[config.mk]
export PLATFORM = sky130hd
export DESIGN_NAME = countdown_timer
export DESIGN_NICKNAME = d
export VERILOG_FILES = /design/src/rtl/countdown_timer.sv
export SDC_FILE = /design/constraint.sdc
export NUM_CORES = 1
export LEC_CHECK = 0
export BUFFER_PORTS_ARGS = -buffer_cell sky130_fd_sc_hd__buf_4
export CAP_MARGIN = 40
export CORE_UTILIZATION = 56
export CTS_CLUSTER_SIZE = 16
export DETAILED_ROUTE_END_ITERATION = 7
export PLACE_DENSITY = 0.95
export SLEW_MARGIN = 20
export SYNTH_ARGS = -nofsm -noshare
export SYNTH_HDL_FRONTEND = slang
export SYNTH_SLANG_ARGS = --single-unit
[constraint.sdc]
create_clock -name clk -period 3.7 [get_ports clk]
set_clock_uncertainty 0.2 [all_clocks]
set_input_delay 0.74 -clock clk [delete_from_list [all_inputs] [get_ports clk]]
set_output_delay 0.74 -clock clk [all_outputs]
set_load 0.02 [all_outputs]
[src/rtl/countdown_timer.sv]
// HH:MM:SS down-counter with borrow cascade, pause/resume and a one-cycle expiry pulse.
// Optional post-expiry alarm output is built only when COUNTDOWN_ALARM_EN is defined.
module countdown_timer #(
  parameter int HOURS_MAX   = 24,
  parameter int ALARM_TICKS = 10
) (
  input  logic       clk,
  input  logic       reset,
  input  logic       tick,
  input  logic       load,
  input  logic [7:0] sec_in,
  input  logic [7:0] min_in,
  input  logic [7:0] hr_in,
  input  logic       start,
  input  logic       stop,
  output logic [7:0] sec,
  output logic [7:0] min,
  output logic [7:0] hr,
  output logic       running,
  output logic       zero,
  output logic       done,
  output logic [1:0] state,
  output logic       alarm
);

  typedef enum logic [1:0] {
    IDLE  = 2'd0,
    RUN   = 2'd1,
    PAUSE = 2'd2,
    DONE  = 2'd3
  } state_t;

  localparam logic [7:0] SEC_TOP = 8'd59;
  localparam logic [7:0] MIN_TOP = 8'd59;
  localparam logic [7:0] HR_TOP  = 8'(HOURS_MAX - 1);

  // The alarm counter saturates at 255, so larger values would never release the alarm.
  if (ALARM_TICKS > 255) begin : g_alarm_ticks_range
    $error("countdown_timer: ALARM_TICKS must not exceed 255");
  end

  state_t     state_reg;
  logic [7:0] sec_reg;
  logic [7:0] min_reg;
  logic [7:0] hr_reg;
  logic       running_reg;
  logic       zero_reg;
  logic       done_reg;

  // Field order in the packed arrays: 0 = seconds, 1 = minutes, 2 = hours.
  logic [2:0][7:0] preset_raw;
  logic [2:0][7:0] preset_top;
  logic [2:0][7:0] preset_sat;

  assign preset_raw = {hr_in, min_in, sec_in};
  assign preset_top = {HR_TOP, MIN_TOP, SEC_TOP};

  for (genvar gi = 0; gi < 3; gi++) begin : g_sat
    assign preset_sat[gi] = (preset_raw[gi] > preset_top[gi]) ? preset_top[gi] : preset_raw[gi];
  end

  logic [7:0] sec_dec;
  logic [7:0] min_dec;
  logic [7:0] hr_dec;
  logic       dec_hits_zero;

  always_comb begin
    sec_dec = sec_reg - 8'd1;
    min_dec = min_reg;
    hr_dec  = hr_reg;
    if (sec_reg == 8'd0) begin
      sec_dec = SEC_TOP;
      if (min_reg == 8'd0) begin
        min_dec = MIN_TOP;
        hr_dec  = hr_reg - 8'd1;
      end else begin
        min_dec = min_reg - 8'd1;
      end
    end
  end

  // Only 00:00:01 can land on zero; the RUN guard below keeps the count from wrapping.
  assign dec_hits_zero = (hr_reg == 8'd0) && (min_reg == 8'd0) && (sec_reg == 8'd1);

  always_ff @(posedge clk or negedge reset) begin
    if (!reset) begin
      state_reg   <= IDLE;
      sec_reg     <= 8'd0;
      min_reg     <= 8'd0;
      hr_reg      <= 8'd0;
      running_reg <= 1'b0;
      zero_reg    <= 1'b1;
      done_reg    <= 1'b0;
    end else begin
      done_reg <= 1'b0;
      if (load) begin
        sec_reg     <= preset_sat[0];
        min_reg     <= preset_sat[1];
        hr_reg      <= preset_sat[2];
        zero_reg    <= (preset_sat == '0);
        state_reg   <= IDLE;
        running_reg <= 1'b0;
      end else if (stop) begin
        state_reg   <= (state_reg == RUN) ? PAUSE : IDLE;
        running_reg <= 1'b0;
      end else if (start) begin
        if ((state_reg == IDLE && !zero_reg) || state_reg == PAUSE) begin
          state_reg   <= RUN;
          running_reg <= 1'b1;
        end
      end else if (tick && state_reg == RUN && !zero_reg) begin
        sec_reg <= sec_dec;
        min_reg <= min_dec;
        hr_reg  <= hr_dec;
        if (dec_hits_zero) begin
          zero_reg    <= 1'b1;
          done_reg    <= 1'b1;
          state_reg   <= DONE;
          running_reg <= 1'b0;
        end
      end
    end
  end

  assign sec     = sec_reg;
  assign min     = min_reg;
  assign hr      = hr_reg;
  assign running = running_reg;
  assign zero    = zero_reg;
  assign done    = done_reg;
  assign state   = state_reg;

`ifdef COUNTDOWN_ALARM_EN
  logic       expire_now;
  logic       alarm_reg;
  logic [7:0] alarm_cnt_reg;
  logic [7:0] alarm_cnt_inc;

  assign expire_now    = !load && !stop && !start && tick && (state_reg == RUN) && dec_hits_zero;
  assign alarm_cnt_inc = (alarm_cnt_reg == 8'hFF) ? 8'hFF : alarm_cnt_reg + 8'd1;

  // Ticks swallowed by a coincident start are not counted, matching the tick-discard rule.
  always_ff @(posedge clk or negedge reset) begin
    if (!reset) begin
      alarm_reg     <= 1'b0;
      alarm_cnt_reg <= 8'd0;
    end else if (load || stop) begin
      alarm_reg     <= 1'b0;
      alarm_cnt_reg <= 8'd0;
    end else if (expire_now) begin
      alarm_reg     <= 1'b1;
      alarm_cnt_reg <= 8'd0;
    end else if (!start && tick && state_reg == DONE && alarm_reg) begin
      alarm_cnt_reg <= alarm_cnt_inc;
      if (int'({24'd0, alarm_cnt_inc}) >= ALARM_TICKS) begin
        alarm_reg <= 1'b0;
      end
    end
  end

  assign alarm = alarm_reg;
`else
  assign alarm = 1'b0;
`endif

endmodule

* Yosys cells after proc, flatten, opt, wreduce, memory -nomap -nowiden
Cells that the tools add are included.
Word-level totals: bits in read-only memories 0, bits in latches 0, input bits 30, logic and storage cells 85, memory bits (writable) 0, memories 0, register bits after elaboration 29
Operators by class: multiply operators 0, equality and inequality tests 6, div/mod/pow operators 0, mux-type cells 43, $add $sub $neg 3, reductions and logical operators 23, $lt $le $gt $ge 3, bitwise logic cells 0, shifts and indexed selects 0
Operators by type and width (number):
- 8-bit 2-to-1 mux | 20
- 24-bit zero test | 1
- 8-bit zero test | 3
- 8-bit by 1-bit subtractor with 8-bit output (second input constant) | 3
- 8-bit by 6-bit > comparator with 1-bit output (second input constant) | 2
- 1-bit 2-to-1 mux | 16
- 2-bit 2-to-1 mux | 7
- 8-bit by 1-bit equality test with 1-bit output (second input constant) | 1
- 8-bit by 5-bit > comparator with 1-bit output (second input constant) | 1
- 4-bit AND reduction | 2
- 2-bit nonzero test | 4
- 4-bit nonzero test | 2
- 3-bit AND reduction | 2
- 1-bit logical AND | 5
- 5-bit AND reduction | 1
- 2-bit != test (second input constant) | 2
- 4-bit by 2-bit != test with 1-bit output (second input constant) | 1
- 2-bit by 1-bit equality test with 1-bit output (second input constant) | 1
- 2-bit equality test (second input constant) | 1
- 2-bit zero test | 1
- 1-bit zero test | 1
- 1-bit logical OR | 1

* Longest topological paths before layout
Gate-level depths: netlist of the first run.
depth in word-level cells 8, mapped depth 8, gate-level depth less buffers 6

* Least setup slack after synthesis of the first run
No wires, ideal clock.
kind input -> register, from input port stop, to register hr_reg[6], in the netlist hr[6], data arrival time 1.887 ns, setup slack 1.476 ns, library setup time 0.136 ns, data required time 3.364 ns, stages 7, path through clkbuf_1 > nor2_1 > nand4_1 > buf_2 > buf_2 > o31ai_1 > a21oi_1
Between the ends: longest elaborated chain between the ends 2
RTL lines:
- start: declaration | line 15 | input logic stop,
- 2-bit != test (no line)
- 5-bit AND reduction (no line)
- end signal: assignment | line 99 | hr_reg <= preset_sat[2];
- end signal: assignment | line 114 | hr_reg <= hr_dec;
- end: declaration | line 45 | logic [7:0] hr_reg;
Every way passes these cells. A chain may end at the register's enable or synchronous reset.

* Worst setup path in the final report of the first run
from register sec_reg[0], in the netlist sec[0], to register hr_reg[5], in the netlist hr[5]
Between the ends: longest elaborated chain between the ends 3
RTL lines:
- start: declaration | line 43 | logic [7:0] sec_reg;
- start signal: assignment | line 97 | sec_reg <= preset_sat[0];
- 8-bit zero test | line 71 | if (sec_reg == 8'd0) begin
- 2-bit nonzero test (no line)
- 5-bit AND reduction (no line)
Every way passes these cells.

==> impl_metrics.py, run 1 <==
metrics = {
    "worst_setup_path": {
        "worstPathMaxFanout": 16,
        "crit_required_ns": 3.76,
        "worstSetupPathType": "reg2reg",
        "cp-start-kind": "flop",
        "crit_arrival_ns": 2.93,
        "endpoint_kind": "flop",
    },
    "power": {
        "seqPwrFrac_pct": 50.0,
        "internal_power_w": 0.0004873,
        "irDropWorstVdd_uv": 202.5,
        "p_sw_w": 0.0002407,
        "power_density_nw_per_um2": 290.2,
        "p_clk_share_pct": 25.7,
        "p_comb_share_pct": 24.3,
        "netSwitchingFraction_pct": 33.06,
        "total_leakage_power_nw": 1.076,
    },
    "routing": {
        "first_pass_iters": 6,
        "viasPerCell": 6.483,
        "remaining_drc_errors": 0,
        "drt-total-wl_um": 5295,
        "wire_per_inst_um": 16.00,
        "vias": 2146,
        "drtIter0Drc": 172,
        "antenna_left": 0,
    },
    "grt": {
        "grt_remaining_overflow": 0,
        "grt_pass1_wl_um": 8397,
        "antenna_found_initial": 0,
        "grt_usage_pct": 31.06,
        "grt_pass1_vias": 1826,
        "grt_max_degree": 30,
    },
    "floorplan": {
        "dieArea_sq_um": 3799,
        "initial_core_util_pct": 59.23,
        "boundaryPins": 60,
        "core_area_sq_um": 3363,
        "dieWidth_um": 61.64,
        "num_rows": 21,
        "die_h_um": 61.64,
    },
    "sta": {
        "drv_slew": 0,
        "setup_slack_ns": 0.8304,
        "fin_crit_sh_pct": 77.56,
        "fmax_mhz": 348.5,
        "finalSetupViolations": 0,
        "tns_ns": 0,
        "tightest_slew_ns": 0.8786,
        "rsz0062_at_grt": "false",
        "period_needed_ns": 2.870,
        "finalHoldViolCount": 0,
        "slew_headroom_pct": 41.43,
    },
    "outcome": {
        "outcome": "complete, no violations",
    },
    "cts": {
        "clk_pin_slew_worst_paths_ns": 0.09,
        "cts_tree": "built",
        "cts_hold_buf": 0,
        "cts_max_level": 2,
        "cts_made_buffers": 5,
        "cts-root-buf": "clkbuf_4",
        "worstSkewPairLatency_ns": 0.33,
        "post_cts_buffers": 0,
        "cts.sinks": 29,
        "cts_resized": 0,
        "cts_buffer_depth": 2,
    },
    "place": {
        "globalplace.congestion": 0.9090,
        "dp_cells": 322,
        "hpwl_um": 3986,
        "place_ws_ns": 0.9006,
        "port_buffers": 58,
    },
    "finish": {
        "final_core_util_pct": 74.59,
        "area_growth_pct": 25.94,
        "multi_input_area_sq_um": 1160,
        "final-seq-area_sq_um": 726.9,
        "drive_above_1_share_pct": 26.32,
        "nFillCells": 273,
        "nets": 321,
        "fin_cells": 331,
        "num_antenna_cells": 0,
    },
    "synthesis": {
        "synth_largest_area_cell": "dfrtp_1",
        "ys_top_cells_by_area": "dfrtp_1, a21oi_1, ha_1, or4_1, inv_1",
        "yosysMostFrequentCell": "dfrtp_1",
        "syn-num-nets": 264,
        "ys_warn_count": 0,
        "synth_top_area_share_pct": 35.18,
        "avgSynthCellArea_sq_um": 8.775,
        "synth_area_sq_um": 1992,
        "synthArstFlopShare_pct": 100.0,
        "syn_inst": 227,
        "synth_edf_count": 0,
        "ys_types": 58,
        "synthTopCellsByCount": "dfrtp_1, a21oi_1, inv_1",
        "ys.flop_type": "dfrtp_1",
        "ys_seq_area_share_pct": 36.49,
        "ys_ff_latch": 29,
    },
    "hold_path": {
        "min_path_type": "in2async",
    },
    "job": {
        "cap_violations": 0,
    },
}
## cells in the final DEF, fill, tap and decap left out, types with 3 or more instances in the layout
cell type and count:
a22oi_1 3, o22ai_1 3, a22o_1 3, nand4_1 5, o21ai_0 7, or4_1 8, nor2_1 14, clkbuf_4 5
ha_1 7, inv_1 15, nand2_1 11, nand3b_1 5, dfrtp_1 28, nor3_1 9, o2bb2ai_1 3, a21oi_1 19
mux2i_1 4, nor4_1 7, a211oi_1 3, clkbuf_1 3, a31oi_1 3, nand3_1 11, o31ai_1 6, buf_4 59
## final cells by class
type | instances | area share, %
inverters | 16 | 2.394
repair buffers | 60 | 18.15
clock buffers | 8 | 1.945
multi-input cells | 172 | 46.23
flip-flops and latches | 29 | 28.98
well taps | 46 | 2.294
## power groups by stage
stage	clock network, W	registers, W	logic (W)
finish	0.000187	0.000364	0.000177
global route	0.000207	0.000367	0.000194
CTS	0.000186	0.000363	0.000175
detailed placement	0	0.000369	0.000175
global placement	0	0.000369	0.000170
floorplan	0	0.000387	0.0000719
## through the flow
step | area [sq um] | total power (W) | hold WS (ns)
final | 2509 | 0.0007280 | 0.1161
after global routing | 2509 | 0.0007679 | 0.1093
after CTS | 2496 | 0.0007244 | 0.1312
after detailed placement | 2447 | 0.0005441 | 0.3588
after global placement | 2447 | 0.0005393 | 0.3532
after floorplan | 1992 | 0.0004586 | 0.2444
## worst max-delay path, cell delays in order (launching register included)
cell	delay (ns)
dfrtp_1	0.45
inv_1	0.15
ha_1	0.15
nor3b_1	0.43
nand4_1	0.60
or4_1	0.67
a21oi_1	0.15
## final timing paths
kind                         start       to  slack [ns]  depth (start not counted)
min in group clk           running  running        0.38                          2
max                         sec[0]    hr[5]        0.83                          6
max reg2reg                 sec[0]    hr[5]        0.83                          6
min reg2reg                running  running        0.38                          2
max in group asynchronous    reset     zero        2.87                          1
min                          reset     done        0.12                          1
## kinds of logic (layout without fill, tap and decap cells)
group / Yosys count / after routing / synth area share (%)
AND/OR/NAND/NOR: 92 / 92 / 28.14
AO/OA/AOI/OAI: 67 / 67 / 22.93
flip-flops: 29 / 29 / 36.50
buffers and inverters: 26 / 84 / 5.276
adder cells (fa/ha/maj): 7 / 7 / 4.397
multiplexers: 5 / 5 / 2.575
other: 1 / 1 / 0.1883
## metal layers
| layer | wire [um] | track usage, % | vias up |
|---|---|---|---|
| li1 | - | - | 992 |
| met2 | 2527 | 46.39 | 131 |
| met1 | 2271 | 42.48 | 1015 |
| met5 | 0 | 0 | - |
| met4 | 63 | 10.16 | 0 |
| met3 | 432 | 10.29 | 8 |
No activity file was read; power rests on OpenSTA's default activity.
==> run 2: changes to the inputs <==
--- a/config.mk
+++ b/config.mk
@@ -7,10 +7,10 @@
 export LEC_CHECK = 0
 export BUFFER_PORTS_ARGS = -buffer_cell sky130_fd_sc_hd__buf_4
 export CAP_MARGIN = 40
-export CORE_UTILIZATION = 56
+export CORE_UTILIZATION = 47
 export CTS_CLUSTER_SIZE = 16
 export DETAILED_ROUTE_END_ITERATION = 7
-export PLACE_DENSITY = 0.95
+export PLACE_DENSITY = 0.86
 export SLEW_MARGIN = 20
 export SYNTH_ARGS = -nofsm -noshare
 export SYNTH_HDL_FRONTEND = slang
==> constraint.sdc (replaced) <==
create_clock -name clk -period 2.4 [get_ports clk]
set_clock_uncertainty 0.2 [all_clocks]
set_input_delay 0.48 -clock clk [delete_from_list [all_inputs] [get_ports clk]]
set_output_delay 0.48 -clock clk [all_outputs]
set_load 0.02 [all_outputs]
==> impl_metrics.py, run 2 (same netlist as run 1, synthesis figures left out) <==
metrics = {
    "cts": {
        "cts_tree": "built",
        "cts.sinks": 29,
        "cts_made_buffers": 5,
        "post_cts_buffers": 0,
        "worstSkewPairLatency_ns": 0.29,
        "cts_max_level": 2,
        "clk_pin_slew_worst_paths_ns": 0.06,
        "cts_buffer_depth": 2,
        "cts-root-buf": "clkbuf_8",
    },
    "finish": {
        "drive_above_1_share_pct": 29.01,
        "final_core_util_pct": 65.12,
        "nFillCells": 370,
        "area_growth_pct": 31.72,
        "layout_commonest_cell": "buf_4",
        "most-common-layout-cells": "buf_4, dfrtp_1, a21oi_1, inv_1, nor2_1",
        "nets": 329,
        "num_antenna_cells": 0,
    },
    "sta": {
        "tns_ns": 0,
        "tightest_slew_ns": 0.7639,
        "fin_crit_sh_pct": 94.31,
        "finalSetupViolations": 0,
        "rsz0062_at_grt": "false",
        "finalHoldViolCount": 0,
        "period_needed_ns": 2.263,
        "slew_headroom_pct": 49.07,
        "drv_slew": 0,
        "fmax_mhz": 441.8,
    },
    "power": {
        "irDropWorstVdd_uv": 342.7,
        "total_leakage_power_nw": 1.123,
        "power_density_nw_per_um2": 475.2,
        "power.total_w": 0.001247,
    },
    "routing": {
        "antenna_left": 0,
        "first_pass_iters": 4,
        "remaining_drc_errors": 0,
        "drt-total-wl_um": 5742,
        "vias": 2098,
        "drtIter0Drc": 246,
        "viasPerCell": 6.117,
        "wire_per_inst_um": 16.74,
    },
    "grt": {
        "grt_pass1_wl_um": 9225,
        "grt_remaining_overflow": 0,
        "grt_usage_pct": 27.75,
        "grt_pass1_vias": 1971,
        "grt_max_degree": 30,
        "antenna_found_initial": 0,
    },
    "floorplan": {
        "boundaryPins": 60,
        "dieArea_sq_um": 4502,
        "core_area_sq_um": 4029,
        "die_h_um": 67.10,
        "dieWidth_um": 67.10,
        "initial_core_util_pct": 49.44,
        "num_rows": 23,
    },
    "hold_path": {
        "min_path_type": "in2reg",
    },
    "worst_setup_path": {
        "rr_worst_depth": 4,
        "crit_path_start": "min[4]",
        "crit_required_ns": 2.41,
        "worstReg2RegEnd": "hr[5]",
        "rrSetupSlack_ns": 0.14,
        "worstReg2RegStart": "min[4]",
        "worstPathMaxFanout": 9,
        "cp-start-kind": "flop",
        "cp-endpoint": "hr[5]",
        "endpoint_kind": "flop",
        "worstSetupPathType": "reg2reg",
        "crit_arrival_ns": 2.27,
    },
    "place": {
        "globalplace.congestion": 0.9282,
        "port_buffers": 58,
        "hpwl_um": 4226,
    },
    "job": {
        "cap_violations": 0,
    },
    "outcome": {
        "outcome": "complete, no violations",
    },
}
## run 2: cell count changes in the layout (fill, tap and decap cells not counted)
cell,before,now
dlymetal6s2s_1,1,0
buf_12,0,1
clkbuf_4,5,0
buf_4,59,66
clkbuf_8,0,5
nor3b_2,1,0
dlygate4sd3_1,0,1
clkinv_2,0,2
nor3b_4,0,1
clkbuf_1,3,1
## run 2: timing repair
action | CTS | global route
setup endpoints to repair | 0 | 3
endpoints found under the hold margin | 28 | 0
hold buffers | 1 | 0
gates resized for setup | 0 | 1
## run 2: worst min-delay path by stage
stage	slack, ns	to	from	depth (start not counted)
2_1_floorplan	-0.02	done	reset	0
3_3_place_gp	0.23	state[1]	reset	1
3_5_place_dp	0.23	state[1]	reset	1
4_1_cts	0.20	running	stop	2
5_1_grt	0.21	done	stop	2
6_report	0.21	running	stop	2
## run 2: stage by stage
step / instance area, sq um / hold slack (ns) / worst slack [ns] / std cells
6_report: 2624 / 0.2074 / 0.1365 / 343
5_1_grt: 2624 / 0.2106 / 0.01229 / 343
4_1_cts: 2618 / 0.2017 / 0.08365 / 343
3_5_place_dp: 2525 / 0.2273 / 0.1048 / 334
3_3_place_gp: 2525 / 0.2258 / 0.1661 / 334
2_1_floorplan: 1992 / -0.01559 / 0.1766 / 227
## run 2: power by group
group / total [W] / internal (W) / switching [W]
registers: 0.000561 / 0.000517 / 0.0000437
logic: 0.000289 / 0.000127 / 0.000161
clock network: 0.000397 / 0.000200 / 0.000196
## run 2: critical path: stages, from the launching register on
cell     delay (ns)
dfrtp_1        0.46
nor4_4         0.58
nand2_2        0.23
or4_1          0.54
a21oi_1        0.18
## run 2: routing by layer
layer	GRT usage, %	part of all wire, %	up-vias
met5	0	0	-
met4	8.777	1.3	0
met3	7.021	7.7	7
met2	43.25	46	105
met1	37.32	45	973
li1	-	-	1013
## run 2: cell type report
| class | count | area, sq um | share of cell area [%] |
|---|---|---|---|
| inverter | 16 | 60.06 | 2.289 |
| sequential | 29 | 726.9 | 27.71 |
| tap | 50 | 62.56 | 2.384 |
| clock inverter | 2 | 10.01 | 0.3815 |
| timing repair buffer | 68 | 525.5 | 20.03 |
| multi-input combinational | 172 | 1166 | 44.44 |
| clock buffer | 6 | 72.57 | 2.766 |
==> run 3: changes to the inputs <==
--- a/config.mk
+++ b/config.mk
@@ -11,6 +11,7 @@
 export CTS_CLUSTER_SIZE = 16
 export DETAILED_ROUTE_END_ITERATION = 7
 export PLACE_DENSITY = 0.86
+export RECOVER_POWER = 50
 export SLEW_MARGIN = 20
 export SYNTH_ARGS = -nofsm -noshare
 export SYNTH_HDL_FRONTEND = slang
==> impl_metrics.py, run 3 (same netlist as run 1, synthesis figures left out) <==
metrics = {
    "outcome": {
        "outcome": "complete, no violations",
    },
    "cts": {
        "clk_pin_slew_worst_paths_ns": 0.06,
        "worstSkewPairLatency_ns": 0.29,
        "cts-root-buf": "clkbuf_8",
        "cts.sinks": 29,
        "post_cts_buffers": 0,
        "cts_max_level": 2,
        "cts_made_buffers": 5,
        "cts_tree": "built",
        "cts_buffer_depth": 2,
    },
    "worst_setup_path": {
        "cp_slowest_cell": "nor4_4",
        "critPathTopFamily": "simple AND/OR/NAND/NOR gates",
        "crit_path_max_incr_delay_ns": 0.59,
        "worstReg2RegStart": "min[5]",
        "worstPathMaxFanout": 9,
        "endpoint_kind": "flop",
        "cp-start-kind": "flop",
        "worstSetupPathType": "reg2reg",
        "crit_required_ns": 2.41,
        "crit_arrival_ns": 2.27,
        "crit_path_cell_trace": "nor4_4 > nand2_2 > or4_1 > a21oi_1",
        "crit_path_start": "min[5]",
        "path_buf_inv": 0,
    },
    "routing": {
        "vias": 2106,
        "drt-total-wl_um": 5726,
        "remaining_drc_errors": 0,
        "viasPerCell": 6.140,
        "antenna_left": 0,
        "drtIter0Drc": 251,
        "wire_per_inst_um": 16.69,
        "first_pass_iters": 5,
    },
    "grt": {
        "grtUsageMet2_pct": 43.25,
        "grt_pass1_wl_um": 9225,
        "grt_use_met1_pct": 37.32,
        "grt_busiest_layer": "met2",
        "grt_usage_pct": 27.75,
        "grt_remaining_overflow": 0,
        "met3_usage_pct": 7.021,
        "grt_max_degree": 30,
        "grt_pass1_vias": 1971,
        "antenna_found_initial": 0,
    },
    "finish": {
        "final-seq-area_sq_um": 726.9,
        "num_antenna_cells": 0,
        "post-route-cell-area_sq_um": 2572,
        "area_growth_pct": 29.15,
        "multi_input_area_sq_um": 1166,
        "nFillCells": 390,
        "drive_above_1_share_pct": 24.57,
        "nets": 329,
        "layout_commonest_cell": "buf_4",
        "fin_cells": 343,
        "most-common-layout-cells": "buf_4, dfrtp_1, a21oi_1, inv_1",
    },
    "place": {
        "globalplace.congestion": 0.9282,
        "hpwl_um": 4226,
        "port_buffers": 58,
        "dp_cells": 334,
        "placed_area_sq_um": 2525,
    },
    "sta": {
        "rsz0062_at_grt": "false",
        "finalHoldViolCount": 0,
        "slew_headroom_pct": 49.13,
        "finalSetupViolations": 0,
        "period_needed_ns": 2.261,
        "fmax_mhz": 442.3,
        "tightest_slew_ns": 0.7631,
        "tns_ns": 0,
        "fin_crit_sh_pct": 94.21,
        "drv_slew": 0,
    },
    "job": {
        "cap_violations": 0,
    },
    "power": {
        "total_leakage_power_nw": 1.073,
        "netSwitchingFraction_pct": 32.17,
        "internal_power_w": 0.0008385,
        "irDropWorstVdd_uv": 342.8,
        "p_comb_share_pct": 22.7,
        "seqPwrFrac_pct": 45.3,
        "p_sw_w": 0.0003977,
        "p_clk_share_pct": 31.9,
        "power_density_nw_per_um2": 480.5,
    },
    "floorplan": {
        "die_h_um": 67.10,
        "boundaryPins": 60,
        "core_area_sq_um": 4029,
        "dieWidth_um": 67.10,
        "num_rows": 23,
        "initial_core_util_pct": 49.44,
        "dieArea_sq_um": 4502,
    },
    "hold_path": {
        "min_from": "stop",
        "min_path_type": "in2reg",
    },
}
## run 3: changes by cell type in the layout (fill, tap and decap cells not counted), sizes merged
| cell | before | now |
|---|---|---|
| buf | 67 | 53 |
| clkbuf | 6 | 20 |
## run 3: repair_timing
| action | CTS | global route |
|---|---|---|
| setup endpoints to repair | 0 | 3 |
| hold buffers | 1 | 0 |
| resized for setup | 0 | 1 |
| endpoints found under the hold margin | 28 | 0 |
## run 3: per-layer routing
| metal | routed length, um | part of all wire, % | vias up |
|---|---|---|---|
| met1 | 2540 | 44 | 974 |
| met5 | 0 | 0 | - |
| met4 | 61 | 1.1 | 0 |
| li1 | - | - | 1013 |
| met2 | 2637 | 46 | 111 |
| met3 | 487 | 8.5 | 8 |
## run 3: cell type report
type                            count  share of cell area (%)
Multi-Input combinational cell    172                   45.33
Clock inverter                      2                  0.3891
Timing Repair Buffer               68                   18.43
Sequential cell                    29                   28.26
Clock buffer                        6                   2.821
Inverter                           16                   2.335
Tap cell                           50                   2.432
## run 3: final timing paths
check | end | slack (ns) | depth (start not counted)
worst max register to register | hr[5] | 0.14 | 4
worst min-delay path | running | 0.21 | 2
min in group asynchronous | sec[1] | 0.59 | 2
worst max-delay path | hr[5] | 0.14 | 4
worst min register to register | running | 0.36 | 2
max in group asynchronous | min[4] | 0.93 | 2
## run 3: power by group through the flow
stage	sequential [W]	clock, W	combinational (W)
global placement	0.000568	0	0.000276
global route	0.000565	0.000432	0.000306
floorplan	0.000596	0	0.000111
CTS	0.000560	0.000404	0.000285
finish	0.000561	0.000395	0.000281
detailed placement	0.000569	0	0.000282
## run 3: per-stage QoR
step	power [W]	setup slack [ns]	util, %	hold slack, ns
finish	0.001236	0.1390	63.85	0.2116
CTS	0.001248	0.08365	64.97	0.2017
floorplan	0.0007070	0.1766	-	-0.01559
detailed placement	0.0008511	0.1048	62.67	0.2273
global route	0.001303	0.01229	63.85	0.2106
global placement	0.0008438	0.1661	62.67	0.2258
